--- config.mk ---
export PLATFORM = sky130hd
export DESIGN_NAME = stopwatch_ctrl
export DESIGN_NICKNAME = d
export VERILOG_FILES = /design/src/rtl/stopwatch_ctrl.sv
export SDC_FILE = /design/constraint.sdc
export NUM_CORES = 1
export LEC_CHECK = 0
export BUFFER_PORTS_ARGS = -buffer_cell sky130_fd_sc_hd__buf_4
export CAP_MARGIN = 20
export CORE_MARGIN = 4
export CORE_UTILIZATION = 55
export CTS_BUF_LIST = sky130_fd_sc_hd__clkbuf_8
export CTS_CLUSTER_SIZE = 16
export DETAILED_ROUTE_END_ITERATION = 8
export GPL_TIMING_DRIVEN = 0
export HOLD_SLACK_MARGIN = 0.06
export PLACE_DENSITY = 0.72
export SETUP_SLACK_MARGIN = 0.1
export SYNTH_ARGS = -nofsm -noshare
export SYNTH_HDL_FRONTEND = slang
export SYNTH_SLANG_ARGS = --single-unit
--- constraint.sdc ---
create_clock -name clk -period 2.5 [get_ports clk]
set_input_delay 0.125 -clock clk [delete_from_list [all_inputs] [get_ports clk]]
set_output_delay 0.125 -clock clk [all_outputs]
set_load 0.1 [all_outputs]
--- src/rtl/stopwatch_ctrl.sv ---
// Stopwatch controller: a start/stop/lap/clear FSM driving a prescaled
// three-digit BCD counter, with a lap register that freezes the display.
module stopwatch_ctrl #(
    parameter int TICK_DIV = 10000000
) (
    input  logic       clk,
    input  logic       reset,
    input  logic       start_stop,
    input  logic       lap,
    input  logic       clear,
    output logic [3:0] hex0,
    output logic [3:0] hex1,
    output logic [3:0] hex2,
    output logic       running,
    output logic       lap_active,
    output logic       wrap
);

    localparam int             PW        = (TICK_DIV > 2) ? $clog2(TICK_DIV) : 1;
    localparam logic [PW-1:0]  TICK_LAST = PW'(TICK_DIV - 1);

    typedef enum logic [1:0] {
        IDLE  = 2'd0,
        RUN   = 2'd1,
        PAUSE = 2'd2,
        LAP   = 2'd3
    } state_t;

    state_t              state_q, state_d;
    logic [PW-1:0]       presc_q, presc_d;
    logic [2:0][3:0]     cnt_q, cnt_d;   // [0]=ones, [1]=tens, [2]=hundreds
    logic [2:0][3:0]     lap_q, lap_d;
    logic                wrap_q, wrap_d;
    logic                counting;
    logic                tick;
    logic [2:0][3:0]     disp;

    // Next-state logic; clear beats start_stop beats lap, unlisted pulses ignored.
    always_comb begin
        // NOTE: every combinational output gets a default first so no path
        // through the block leaves it unassigned, which would infer a latch.
        state_d = state_q;
        unique case (state_q)
            IDLE:    if (start_stop) state_d = RUN;
            RUN:     if (start_stop) state_d = PAUSE;
                     else if (lap)   state_d = LAP;
            LAP:     if (start_stop) state_d = PAUSE;
                     else if (lap)   state_d = RUN;
            PAUSE:   if (clear)      state_d = IDLE;
                     else if (start_stop) state_d = RUN;
            default: state_d = IDLE;
        endcase
    end

    // Prescaler, BCD cascade, lap capture and clear; all driven by registered state.
    always_comb begin
        counting = (state_q == RUN) || (state_q == LAP);
        tick     = counting && (presc_q == TICK_LAST);
        presc_d  = presc_q;
        cnt_d    = cnt_q;
        lap_d    = lap_q;
        wrap_d   = 1'b0;

        // PAUSE holds the partial interval so a resume continues it.
        if (state_q == IDLE) begin
            presc_d = '0;
        end else if (counting) begin
            presc_d = tick ? '0 : presc_q + 1'b1;
        end

        if (tick) begin
            if (cnt_q[0] == 4'd9) begin
                cnt_d[0] = 4'd0;
                if (cnt_q[1] == 4'd9) begin
                    cnt_d[1] = 4'd0;
                    if (cnt_q[2] == 4'd9) begin
                        cnt_d[2] = 4'd0;
                        wrap_d   = 1'b1;
                    end else begin
                        cnt_d[2] = cnt_q[2] + 4'd1;
                    end
                end else begin
                    cnt_d[1] = cnt_q[1] + 4'd1;
                end
            end else begin
                cnt_d[0] = cnt_q[0] + 4'd1;
            end
        end

        // Capture the pre-increment count on entry to LAP.
        if ((state_q == RUN) && (state_d == LAP)) begin
            lap_d = cnt_q;
        end

        if ((state_q == PAUSE) && clear) begin
            presc_d = '0;
            cnt_d   = '0;
            lap_d   = '0;
        end
    end

    // State and datapath registers with asynchronous reset.
    always_ff @(posedge clk or posedge reset) begin
        // NOTE: sequential state uses non-blocking assignments so every flop
        // samples its _d value from before the edge, independent of order.
        if (reset) begin
            state_q <= IDLE;
            presc_q <= '0;
            cnt_q   <= '0;
            lap_q   <= '0;
            wrap_q  <= 1'b0;
        end else begin
            state_q <= state_d;
            presc_q <= presc_d;
            cnt_q   <= cnt_d;
            lap_q   <= lap_d;
            wrap_q  <= wrap_d;
        end
    end

    // Output decode from registered state only.
    always_comb begin
        disp       = (state_q == LAP) ? lap_q : cnt_q;
        hex0       = disp[0];
        hex1       = disp[1];
        hex2       = disp[2];
        running    = counting;
        lap_active = (state_q == LAP);
        wrap       = wrap_q;
    end

endmodule

# ---- Word-level counts from Yosys, hierarchy flattened
# Cells that the tools add are included.
dict set report totals {
  regBits 51
  inputBits 5
  output_inout_bits 15
  word_cells 58
}
dict set report classes {
  n_addsub 4
  eq_ne 8
  muxes 25
  n_reduce_logical 12
}
# operator n
set ops {}
lappend ops {{$mux 24} 4}
lappend ops {{$mux 12} 5}
lappend ops {{$add 24x1->24 const B} 1}
lappend ops {{$eq 24x24->1 const B} 1}
lappend ops {{$mux 4} 4}
lappend ops {{$add 4x1->4 const B} 3}
lappend ops {{$eq 4x4->1 const B} 3}
lappend ops {{$mux 2} 6}
lappend ops {{$mux 8} 1}
lappend ops {{$pmux 2 s4} 1}
lappend ops {{$reduce_bool 2->1} 4}
lappend ops {{$eq 2x2->1 const B} 3}
lappend ops {{$mux 1} 4}
lappend ops {{$logic_and 1x1->1} 3}
lappend ops {{$reduce_and 3->1} 1}
lappend ops {{$reduce_bool 3->1} 1}
lappend ops {{$eq 2x1->1 const B} 1}
lappend ops {{$logic_not 2->1} 1}
lappend ops {{$reduce_and 2->1} 1}
lappend ops {{$logic_or 1x1->1} 1}

# ---- Logic depth before layout (Yosys ltp)
dict set report logic_depth {
  ltp_word 7
  depth_mapped 8
  mapped_depth_nobuf 7
}

# ---- Worst setup path before layout
# Ideal clock, no wire load.
dict set report synth_timing {
  kind {register to output}
  startpoint {register state_q[0]}
  endpoint {output port hex0[1]}
  arrival_time_ns 3.530
  required_time_ns 2.375
  setup_slack_ns -1.155
  path_stages_with_launch 5
  n_path_buf 1
  path_cell_list {dfrtp_1 > buf_2 > nand2_1 > inv_1 > o21ai_0}
}
dict set report synth_between {
  elab_chain_len 2
}
# item line_no
set synth_lines {}
lappend synth_lines {{start, declared} 29} ;# state_t state_q, state_d;
lappend synth_lines {{start signal, assigned} 113} ;# state_q <= state_d;
lappend synth_lines {{$eq 2x2->1} n/a}
lappend synth_lines {{via lap_active} 15} ;# output logic lap_active,
lappend synth_lines {{$mux 12} 123} ;# disp = (state_q == LAP) ? lap_q : cnt_q;
lappend synth_lines {{end, declared} 11} ;# output logic [3:0] hex0,
# The timed path passes the listed nets, and every way through them passes these cells.

# ---- Final worst setup path
dict set report layout_timing {
  startpoint {register presc_q[18]}
  endpoint {register cnt_q[11] (netlist name)}
}
dict set report layout_between {
  elab_chain_len 4
}
# item line_no
set layout_lines {}
lappend layout_lines {{start, declared} 30} ;# logic [PW-1:0] presc_q, presc_d;
lappend layout_lines {{start signal, assigned} 114} ;# presc_q <= presc_d;
lappend layout_lines {{$eq 24x24->1} 58} ;# tick = counting && (presc_q == TICK_LAST);
lappend layout_lines {{$logic_and 1x1->1} 58}
lappend layout_lines {{$reduce_bool 2->1 (no line)} n/a}
lappend layout_lines {{$reduce_and 3->1 (no line)} n/a}
lappend layout_lines {{end signal, assigned} 115} ;# cnt_q <= cnt_d;
lappend layout_lines {{end, declared} 31} ;# logic [2:0][3:0] cnt_q, cnt_d;
# Every way passes these cells.
# A chain may end at the register's enable or synchronous reset.

==> results by group <==
Synth
  • Synth area leaders: dfrtp_1 45%, mux2i_1 5.6%, nor2_1 4.5%
  • Sequential element share of the synthesized area: 44.99%
  • Netlist cell types: 50
  • Post-synth EDFFs: 0
  • Synth warn: 0
  • Mapped Nets: 305
  • Synth area leader: dfrtp_1
  • Main synth FF type: dfrtp_1
  • Synth Register Bits: 51
  • FFs w/ async S/R, synth: 100.0%
  • Avg Synthesized Cell Area: 9.681 sq um
  • Gate Count Post-Synth: about 300
  • Synthesized cell area: 2836 sq um
  • Post-synth top area share: between 40% and 50%

Layout
  • Share of layout cells above drive strength 1: 16.05%
  • Filler cell count: between 300 and 400
  • Most common cell after layout, fill and taps aside: dfrtp_1
  • Seq. cell area: 1276 sq um
  • Syn-to-layout area delta: 12.88%
  • Antenna cell count: 0
  • Final net count: 335
  • Commonest non-fill, non-tap cells in the layout: 51 x dfrtp_1, 34 x nor2_1, 32 x nand2_1
  • Footprint of the multi-input gates: 1490 sq um

Routing
  • Via-to-Cell Ratio: 5.673
  • Routed Antenna Nets: 0
  • DRT iter0 DRCs: 103
  • Drt pass-1 iters: 4
  • Per-cell routed wire length: 14.74 um
  • Via count: around 2,200
  • DRC: 0
  • Drt total wl: 5.764 mm

Worst setup path
  • Slowest-stage cell, CP: or4_1
  • Critical Path Most Common Cell: or4_1
  • Worst path max stage delay: 0.56 ns
  • CP bufs+invs: 1
  • Crit-path leading delay family: simple AND/OR/NAND/NOR gates
  • Worst reg2reg path depth: 6
  • WP data arrival: about 2.6 ns
  • CP Max Fanout: 5
  • Worst setup SP type: flip-flop
  • Critical path cell sequence: nor4_2 > nand4_1 > or4_1 > clkbuf_2 > or4_1 > nand2_1
  • CP Depth: 6
  • Setup crit end kind: flip-flop
  • Crit path kind: flip-flop to flip-flop
  • CP required: 2.74 ns

STA
  • Worst Skew: 0.006337 ns
  • Max Slew Vio Count: 0
  • Fin. Hold Viols: 0
  • Worst-Margin Slew: approximately 0.75 ns
  • Fmax achieved: 0.4346 GHz
  • Worst slew margin relative to its limit: 49.49%
  • Final min period: 2.301 ns
  • Final setup vio count: 0
  • Crit share post-route: 92.04%
  • PnR worst setup slack: 0.1990 ns
  • RSZ-0062 raised after global routing: no
  • Sum Neg Setup Slack: 0 ns

Clock network
  • Clock Latency Late Sink: 0.30 ns
  • Clock Sinks: a little over 50
  • Clock-pin slew on the worst setup and hold paths: around 0.09 ns
  • H-Tree Depth: 2
  • CTS Buffer Depth: 2
  • Root Buffer: clkbuf_8
  • CTS tree: built
  • TritonCTS buffer count: 5

Floorplan
  • Starting Density: 58.50%
  • Row cnt: 25
  • Die height: between 70 and 80 um
  • Die area: approximately 6400 sq um
  • IO Count: 20
  • Chip Width: 79.82 um
  • Core Area: between 4000 and 5000 sq um

Global routing
  • Initial antenna violation count: 0
  • Vias in the first global route: 2,156
  • GRT Residual Overflow: 0
  • Largest net degree at the start of global routing: 36
  • Global-route wire length before repair: around 10 mm
  • Total GRT Usage: 20.25%

Power
  • VDD IR max: between 0.3 and 0.4 mV
  • Sw frac: 33.53%
  • Clock share of power: about 26%
  • Power Dens Cells: 549.7 nW/um^2
  • Static Leak: roughly 1.5 nW
  • Tot Pwr: roughly 1.8 mW
  • Int Pwr: 1.170 mW
  • NetSw: 590.1 uW
  • Combinational Power Share: 22.9%
  • Seq pwr share: 51.4%

Place
  • Pre-CTS setup slack: 0.1065 ns
  • Gpl congestion: 0.8572
  • Dpl hpwl: slightly above 4 mm
  • IO buf count: 19

Min path
  • Worst Hold Class: input port to flip-flop
  • Hold Path Depth: 4

Flow run
  • Number of max-cap violations: 0

Status
  • Status: finished, final reports clean
## kinds of logic (layout without fill, tap and decap cells)
family	count (synthesis)	after routing	share of synthesized area [%]
AND/OR/NAND/NOR	137	137	26.16
flip-flops	51	51	44.99
AO/OA/AOI/OAI	38	38	8.646
multiplexers	25	25	9.219
buffers and inverters	18	49	2.647
XOR/XNOR	17	17	5.249
adder cells (fa/ha/maj)	7	7	3.088
## what timing repair did
action	4_1_cts	5_1_grt
hold buffers	2	0
setup buffers	0	1
setup endpoints to repair	1	27
endpoints found under the hold margin	17	0
gates resized for setup	1	4
## Yosys cell counts, types with 6 or more instances
cell,instances
dfrtp_1,51
nor2_1,34
nand2_1,32
o21ai_0,17
mux2i_1,16
nand3_1,16
xor2_1,12
mux2_2,9
nand4_1,8
clkbuf_1,7
ha_1,7
inv_1,7
and3_1,6
## power by group through the flow
stage	clock, mW	sequential, mW	combinational (mW)
2_1_floorplan	0	0.910	0.308
3_3_place_gp	0	0.919	0.394
3_5_place_dp	0	0.920	0.402
4_1_cts	0.466	0.904	0.406
5_1_grt	0.500	0.912	0.449
6_report	0.452	0.905	0.404
## area by class of cell
type / instances / share of cell area [%]
Clock inverter: 3 / 0.3908
Sequential cell: 51 / 39.86
Tap cell: 67 / 2.618
Clock buffer: 5 / 2.149
Multi-Input combinational cell: 224 / 46.54
Inverter: 7 / 0.8206
Buffer: 11 / 1.680
Timing Repair Buffer: 23 / 5.940
## sequential cells by signal (all words and copies together) (netlist names)
name,flops
cnt_q,12
state_q,2
lap_q,12
wrap,1
presc_q,24
## per-stage QoR
step                      utilization, %  hold WS (ns)  cell area, sq um  cells
after floorplan                        -        0.2350              2836    293
after global placement             63.17        0.3619              3063    379
after detailed placement           63.59        0.1340              3083    380
after CTS                          65.70        0.1665              3186    390
after global routing               66.04        0.1762              3202    391
final                              66.04        0.1712              3202    391
## worst register-to-register path: cells and delay by family (launching register included)
family	cells	cell delay [ns]
DFF	1	0.44
and+or+nand+nor	5	1.63
buffers and inverters	1	0.16
## final timing paths
kind                              from         end  slack [ns]
min reg2reg                  lap_q[11]   lap_q[11]        0.51
max in group asynchronous        reset        wrap        1.62
max                        presc_q[18]   cnt_q[11]        0.20
min                                lap  state_q[1]        0.17
min in group asynchronous        reset  presc_q[2]        0.38
max reg2reg                presc_q[18]   cnt_q[11]        0.20
## metal layers
| layer | GRT usage [%] | share of wire [%] | up-vias |
|---|---|---|---|
| met1 | 24.91 | 46 | 1085 |
| met3 | 4.402 | 3.2 | 6 |
| met4 | 6.926 | 1.2 | 0 |
| met2 | 35.06 | 50 | 30 |
| li1 | - | - | 1097 |
| met5 | 0 | 0 | - |
Note: power is estimated with default switching activity, not from simulation.
